## config.mk

```make
export PLATFORM = sky130hd
export DESIGN_NAME = tone_sequencer
export DESIGN_NICKNAME = d
export VERILOG_FILES = /design/src/rtl/tone_sequencer.sv
export SDC_FILE = /design/constraint.sdc
export NUM_CORES = 1
export LEC_CHECK = 0
export CAP_MARGIN = 25
export CORE_MARGIN = 2
export CORE_UTILIZATION = 30
export CTS_BUF_LIST = sky130_fd_sc_hd__clkbuf_4 sky130_fd_sc_hd__clkbuf_8
export DETAILED_ROUTE_END_ITERATION = 12
export GPL_TIMING_DRIVEN = 1
export SYNTH_ARGS = -nofsm -noshare
export SYNTH_HDL_FRONTEND = slang
export SYNTH_SLANG_ARGS = --single-unit
```

## constraint.sdc

```tcl
create_clock -name i_clk_50m -period 11.35 [get_ports i_clk_50m]
set_clock_uncertainty 0.05 [all_clocks]
set_input_delay 2.27 -clock i_clk_50m [delete_from_list [all_inputs] [get_ports i_clk_50m]]
set_output_delay 2.27 -clock i_clk_50m [all_outputs]
set_load 0.02 [all_outputs]
```

## src/rtl/tone_sequencer.sv

```systemverilog
// Plays up to DEPTH stored {rest, note, dur} entries on a fixed beat timebase,
// closing every note with GAP_CYCLES of silence so repeated notes stay distinct.
module tone_sequencer #(
    parameter int unsigned BEAT_CYCLES = 12_500_000,
    parameter int unsigned GAP_CYCLES  = 500_000,
    parameter int unsigned DEPTH       = 16
) (
    input  logic       i_clk_50m,
    input  logic       i_reset,
    input  logic       i_wr_en,
    input  logic [3:0] i_wr_addr,
    input  logic [2:0] i_wr_note,
    input  logic       i_wr_rest,
    input  logic [3:0] i_wr_dur,
    input  logic       i_start,
    input  logic       i_stop,
    input  logic       i_loop,
    output logic [2:0] o_note_sel,
    output logic       o_tone_en,
    output logic       o_busy,
    output logic [3:0] o_step_idx,
    output logic       o_done
);

    typedef enum logic [1:0] {S_IDLE, S_FETCH, S_PLAY, S_GAP} state_t;

    localparam logic [31:0] LP_BEAT = 32'(BEAT_CYCLES);
    localparam logic [31:0] LP_GAP  = 32'(GAP_CYCLES);
    localparam logic [3:0]  LP_LAST = 4'(DEPTH - 1);

    logic [7:0]  r_mem [DEPTH];
    state_t      r_state;
    state_t      w_state_nxt;
    logic [3:0]  r_idx;
    logic [3:0]  w_idx_nxt;
    logic [31:0] r_cnt;
    logic [31:0] w_cnt_nxt;
    logic [31:0] r_len;
    logic        r_rest;
    logic [2:0]  r_note_sel;
    logic        r_tone_en;
    logic        r_busy;
    logic        r_done;
    logic        w_done_nxt;
    logic        w_latch;
    logic        w_rest_nxt;
    logic        w_tone_nxt;
    logic [7:0]  w_entry;
    logic [3:0]  w_ent_dur;
    logic [31:0] w_play_len;

    always_ff @(posedge i_clk_50m or posedge i_reset) begin
        if (i_reset) begin
            for (int i = 0; i < int'(DEPTH); i++) begin
                r_mem[i] <= '0;
            end
        end else if (i_wr_en) begin
            r_mem[i_wr_addr] <= {i_wr_rest, i_wr_note, i_wr_dur};
        end
    end

    always_comb begin
        w_entry     = r_mem[r_idx];
        w_ent_dur   = w_entry[3:0];
        w_play_len  = 32'(w_ent_dur) * LP_BEAT - LP_GAP;
        w_state_nxt = r_state;
        w_idx_nxt   = r_idx;
        w_done_nxt  = 1'b0;

        case (r_state)
            S_IDLE: begin
                if (i_start) begin
                    w_state_nxt = S_FETCH;
                    w_idx_nxt   = 4'd0;
                end
            end
            S_FETCH: begin
                if (w_ent_dur != 4'd0) begin
                    w_state_nxt = S_PLAY;
                end else if (r_idx != 4'd0 && i_loop) begin
                    w_idx_nxt = 4'd0;
                end else begin
                    w_state_nxt = S_IDLE;
                    w_done_nxt  = 1'b1;
                end
            end
            S_PLAY: begin
                if (r_cnt == r_len - 32'd1) begin
                    w_state_nxt = S_GAP;
                end
            end
            S_GAP: begin
                if (r_cnt == LP_GAP - 32'd1) begin
                    if (r_idx != LP_LAST) begin
                        w_state_nxt = S_FETCH;
                        w_idx_nxt   = r_idx + 4'd1;
                    end else if (i_loop) begin
                        w_state_nxt = S_FETCH;
                        w_idx_nxt   = 4'd0;
                    end else begin
                        w_state_nxt = S_IDLE;
                        w_done_nxt  = 1'b1;
                    end
                end
            end
            default: w_state_nxt = S_IDLE;
        endcase

        // Abort wins over everything, including a same-cycle start or completion.
        if (i_stop) begin
            w_state_nxt = S_IDLE;
            w_idx_nxt   = r_idx;
            w_done_nxt  = 1'b0;
        end

        w_latch    = (r_state == S_FETCH) && (w_state_nxt == S_PLAY);
        w_rest_nxt = w_latch ? w_entry[7] : r_rest;
        w_tone_nxt = (w_state_nxt == S_PLAY) && !w_rest_nxt;

        if (w_state_nxt != r_state || r_state == S_FETCH || r_state == S_IDLE) begin
            w_cnt_nxt = '0;
        end else begin
            w_cnt_nxt = r_cnt + 32'd1;
        end
    end

    always_ff @(posedge i_clk_50m or posedge i_reset) begin
        if (i_reset) begin
            r_state    <= S_IDLE;
            r_idx      <= '0;
            r_cnt      <= '0;
            r_len      <= '0;
            r_rest     <= 1'b0;
            r_note_sel <= '0;
            r_tone_en  <= 1'b0;
            r_busy     <= 1'b0;
            r_done     <= 1'b0;
        end else begin
            r_state   <= w_state_nxt;
            r_idx     <= w_idx_nxt;
            r_cnt     <= w_cnt_nxt;
            r_rest    <= w_rest_nxt;
            r_tone_en <= w_tone_nxt;
            r_busy    <= (w_state_nxt != S_IDLE);
            r_done    <= w_done_nxt;
            if (w_latch) begin
                r_len      <= w_play_len;
                r_note_sel <= w_entry[6:4];
            end
        end
    end

    assign o_note_sel = r_note_sel;
    assign o_tone_en  = r_tone_en;
    assign o_busy     = r_busy;
    assign o_step_idx = r_idx;
    assign o_done     = r_done;

endmodule

```

After elaboration in Yosys (flattened, before gate mapping)
Cells that the tools add are included.
{"block": "totals", "ff_bits": 205, "latch_bits": 0, "ramBits": 0, "romBits": 0, "elab_cells": 93, "memories": 0}
{"block": "op_classes", "n_addsub": 4, "multipliers": 1, "div_mod_pow": 0, "n_lt_le_gt_ge": 3, "eq_ne": 13, "shifts": 0, "muxes": 31, "n_bitwise": 3, "n_reduce_logical": 13}
{"cell": "$bwmux W128", "n": 1}
{"cell": "$add A32 B1 Y32 const B", "n": 1}
{"cell": "$bmux W8 S4", "n": 1}
{"cell": "$demux W8 S4", "n": 1}
{"cell": "$eq A32 B19 Y1 const B", "n": 1}
{"cell": "$eq A32 B32 Y1", "n": 1}
{"cell": "$mux W32", "n": 1}
{"cell": "$sub A32 B1 Y32 const B", "n": 1}
{"cell": "$sub A28 B19 Y29 const B", "n": 1}
{"cell": "$mux W4", "n": 6}
{"cell": "$mux W8", "n": 3}
{"cell": "$mul A4 B19 Y23 const B", "n": 1}
{"cell": "$mux W2", "n": 6}
{"cell": "$pmux W4 S3", "n": 1}
{"cell": "$ge A5 B5 Y1 const B", "n": 2}
{"cell": "$not A4 Y5", "n": 2}
{"cell": "$mux W1", "n": 9}
{"cell": "$ne A2 B2 Y1 const B", "n": 4}
{"cell": "$pmux W2 S4", "n": 1}
{"cell": "$reduce_bool A4 Y1", "n": 2}
{"cell": "$reduce_and A7 Y1", "n": 1}
{"cell": "$eq A2 B2 Y1 const B", "n": 3}
{"cell": "$lt A5 B1 Y1 const B", "n": 1}
{"cell": "$add A4 B1 Y4 const B", "n": 1}
{"cell": "12 further kinds", "n": 16}

Longest topological paths before layout
{"block": "logic_depth", "word_depth": 13, "depth_mapped": 19, "mapped_depth_nobuf": 16}

Least setup slack after synthesis
Ideal clock, no wire load.
{"block": "synth_timing", "kind": "reg2reg", "from": "register r_idx[0] (netlist: o_step_idx[0])", "to": "register r_len[27]", "arrival_time_ps": 6092, "required_time_ps": 11170, "setup_slack_ps": 5077, "stages_incl_launch_ff": 18, "path_buffers": 3, "cell_sequence": "dfrtp_1 buf_2 buf_1 buf_1 mux4_2 mux4_2 fa_1 fa_1 inv_1 fa_1 nor2b_1 o31ai_1 a2111oi_0 a311oi_1 nor4_1 nor4bb_1 a311o_1 o211ai_1"}
{"block": "synth_between", "elab_chain_len": 10, "word_cells_on_any_way": 18, "cone_classes": "1 x add/sub; 1 x mul; 2 x eq/ne; 9 x mux; 1 x bitwise; 4 x reduce/logical"}
{"item": "from (decl)", "line_no": "34", "source": "logic [3:0] r_idx;"}
{"item": "from (signal assigned)", "line_no": "140", "source": "r_idx <= w_idx_nxt;"}
{"item": "parallel branches: the longest is 10 deep, another holds $sub A28 B19 Y29"}
{"item": "to (signal assigned)", "line_no": "147", "source": "r_len <= w_play_len;"}
{"item": "to (decl)", "line_no": "38", "source": "logic [31:0] r_len;"}
Several ways; the timed one is not identified. The select of a mux whose other input is x is not followed.
A chain may end at the register's enable or synchronous reset.

Worst setup path in the final report
Ends and elaborated chain as after synthesis.

==> reports/metrics.csv <==
metric,value,unit
min_period,6.25,ns
whs,0.432,ns
outcome,completed,
postCtsHoldBufs,0,
die_h,199,µm
grt_pass1_vias,7857,
grtUsageTotal,14.5,%
fill_cells,3751,
reg2reg_slack,5.10,ns
drv_slew,0,
antenna_found_initial,0,
yosysSeqAreaShare,43.2,%
coreArea,0.0376,mm²
final_area,0.0127,mm²
place_area,0.0122,mm²
clockRootBuffer,clkbuf_8,
drt-total-wl,27100,µm
vias,7889,
async_reset_ff_share,100,%
dieWidth,199,µm
start_util,30.4,%
synth_edf_count,0,
grt_max_degree,136,
fmax,0.160,GHz
cp-end-kind,flip-flop,
antenna_left,0,
regToRegStartpoint,o_step_idx[0],
slew_headroom,25.4,%
drcViolationCount,0,
clkSinkCount,197,
cp-startpoint,o_step_idx[0],
synth_cells,1020,
fin_cells,1551,
final_nets,1085,
die-area,0.0396,mm²
grt_first_pass_wirelength,44200,µm
ys_warn_count,0,
synthFlopType,dfrtp_1,
hold_viol_final,0,
cts_tree,built,
cts_resized,0,
r2r_cells,15,
rows,71,
wl_per_cell,17.5,µm
r2r-end,r_len[27],
cpMostUsedCell,fa_1,
synth_top_area_share,43.2,%
yosysUniqueCellTypes,68,
finalPower,2.91,mW
hold_path.class,reg2reg,
avgSynthCellArea,11.2,µm²
gp_congestion,0.844,
area_growth,11.0,%
power.leakage,5.06,nW
critPathKind,reg2reg,
setup_ws,5.10,ns
synth_area,0.0114,mm²
place.port_buffers,27,
dr.pass1.iters,5,
clk_pin_slew,0.11,ns
clock_latency,0.51,ns
cts_buffer_depth,2,
ys_seq_elements,197,
post_cts_buffers,0,
cp.arrival,6.58,ns
place_ws,5.11,ns
crit_end,r_len[27],
worst_pin_slew,1.12,ns
synth_common_cells,"dfrtp_1 (197), mux2_2 (129), nand2_1 (78), nor2_1 (68)",
cp_cell_sequence,buf_4 -> mux4_2 -> mux2i_1 -> fa_1 -> fa_1 -> inv_1 -> fa_1 -> nor2b_1 -> o31ai_1 -> a2111oi_0 -> a311oi_1 -> nor4_1 -> nor4bb_1 -> a311o_1 -> o211ai_1,
cp_slowest_cell,mux2i_1,
place_inst,1518,
htree_levels,4,
rsz0062_at_grt,false,
synth_fp_nets,1078,
drt_iter0_markers,442,
cts_buffers,17,
period_share,55.1,%
antenna_cells_inserted,0,
power_density,230,mW/mm²
detailed_place_hpwl,19000,µm
peakVddDrop,0.000149,V
yosysMostFrequentCell,dfrtp_1,
grt_overflow,0,
setup_violations,0,
cp_max_fo,35,
worstPathRequired,11.68,ns
synth.largest_area_cell,dfrtp_1,
yosys-top-cells-area,"dfrtp_1 (43%), mux2_2 (13%), mux4_2 (7.1%), ha_1 (3.5%), xor2_1 (3.4%)",
fin_tns_setup,0,ns
drive_gt1_share,21.5,%
io_pins,28,
post_drt_via_cell_ratio,5.09,
cp-start-kind,flip-flop,
slowest_delay,0.64,ns
final_util,33.7,%
drv_cap,0,
## layout by cell type, fill, tap and decap left out, drive strengths merged, types with 5 or more instances in the layout
cell type | Yosys | final
nor3 | 25 | 25
nor2 | 68 | 68
nand2 | 78 | 78
xnor2 | 40 | 40
clkdlybuf4s50 | 0 | 27
nand3b | 5 | 5
o2111ai | 5 | 5
dfrtp | 197 | 197
or4 | 7 | 7
fa | 8 | 8
and2 | 6 | 6
inv | 26 | 30
clkbuf | 44 | 23
o21ai | 36 | 36
a21o | 11 | 11
o211ai | 5 | 5
ha | 32 | 32
nor4 | 15 | 15
o31ai | 5 | 5
mux2 | 129 | 129
a211oi | 8 | 8
or3 | 9 | 9
mux4 | 36 | 36
nand4 | 15 | 15
xor2 | 44 | 44
a21oi | 23 | 23
nand2b | 18 | 18
nor2b | 5 | 5
mux2i | 13 | 13
nand3 | 29 | 29
and3 | 8 | 8
buf | 11 | 16
## logic make-up after synthesis
kind of cell	synth area share, %
AOI/OAI and AO/OA	7.85
xor gates and xnor gates	6.45
adders and majority gates	4.91
buffers and inverters	2.81
DFF	43.2
muxes	21.0
and+or+nand+nor	13.8
## power by group
| group | total, mW | internal [mW] | switching [mW] | leakage (nW) |
|---|---|---|---|---|
| sequential | 0.994 | 0.859 | 0.135 | 2.48 |
| combinational | 1.44 | 0.634 | 0.810 | 2.37 |
| clock | 0.476 | 0.209 | 0.267 | 0.211 |
| total | 2.91 | 1.70 | 1.21 | 5.06 |
## cell type report
type                    instances  area (µm²)  share of cell area (%)
well taps                     511         639                    5.05
flip-flops and latches        197        4930                    38.9
inverters                      26         105                   0.830
clock inverters                 9         111                   0.879
repair buffers                 43         405                    3.20
multi-input cells             742        6170                    48.7
clock buffers                  23         304                    2.40
## routing by layer
metal	GRT usage [%]	wire length, µm	vias to the layer above
met5	0	0	-
met4	4.70	578	0
met3	3.19	1040	34
met2	23.2	12800	146
met1	19.5	12700	3994
li1	-	-	3715
## worst max-delay path: cells and delay by family, from the launching register on
kind            cells  cell delay, ns
buf+inv             2            0.60
flops               1            0.35
mux                 2            1.26
simple gates        3            1.11
fa+ha+maj           3            1.69
compound gates      5            1.03
## worst min-delay path by stage
stage | from | endpoint | slack (ns) | cells past startpoint
floorplan | r_rest | r_rest | 0.39 | 2
detailed placement | r_rest | r_rest | 0.41 | 2
global placement | r_rest | r_rest | 0.41 | 2
CTS | r_rest | r_rest | 0.44 | 2
finish | r_rest | r_rest | 0.43 | 2
global route | r_cnt[0] | r_cnt[0] | 0.47 | 1
## sequential cells by signal, summed over array words and instances, names as in the netlist, 2 cells and up
register / cells
r_cnt: 32
o_note_sel: 3
o_step_idx: 4
r_state: 2
r_len: 24
r_mem: 128
Power figures use the tool's default switching activity.
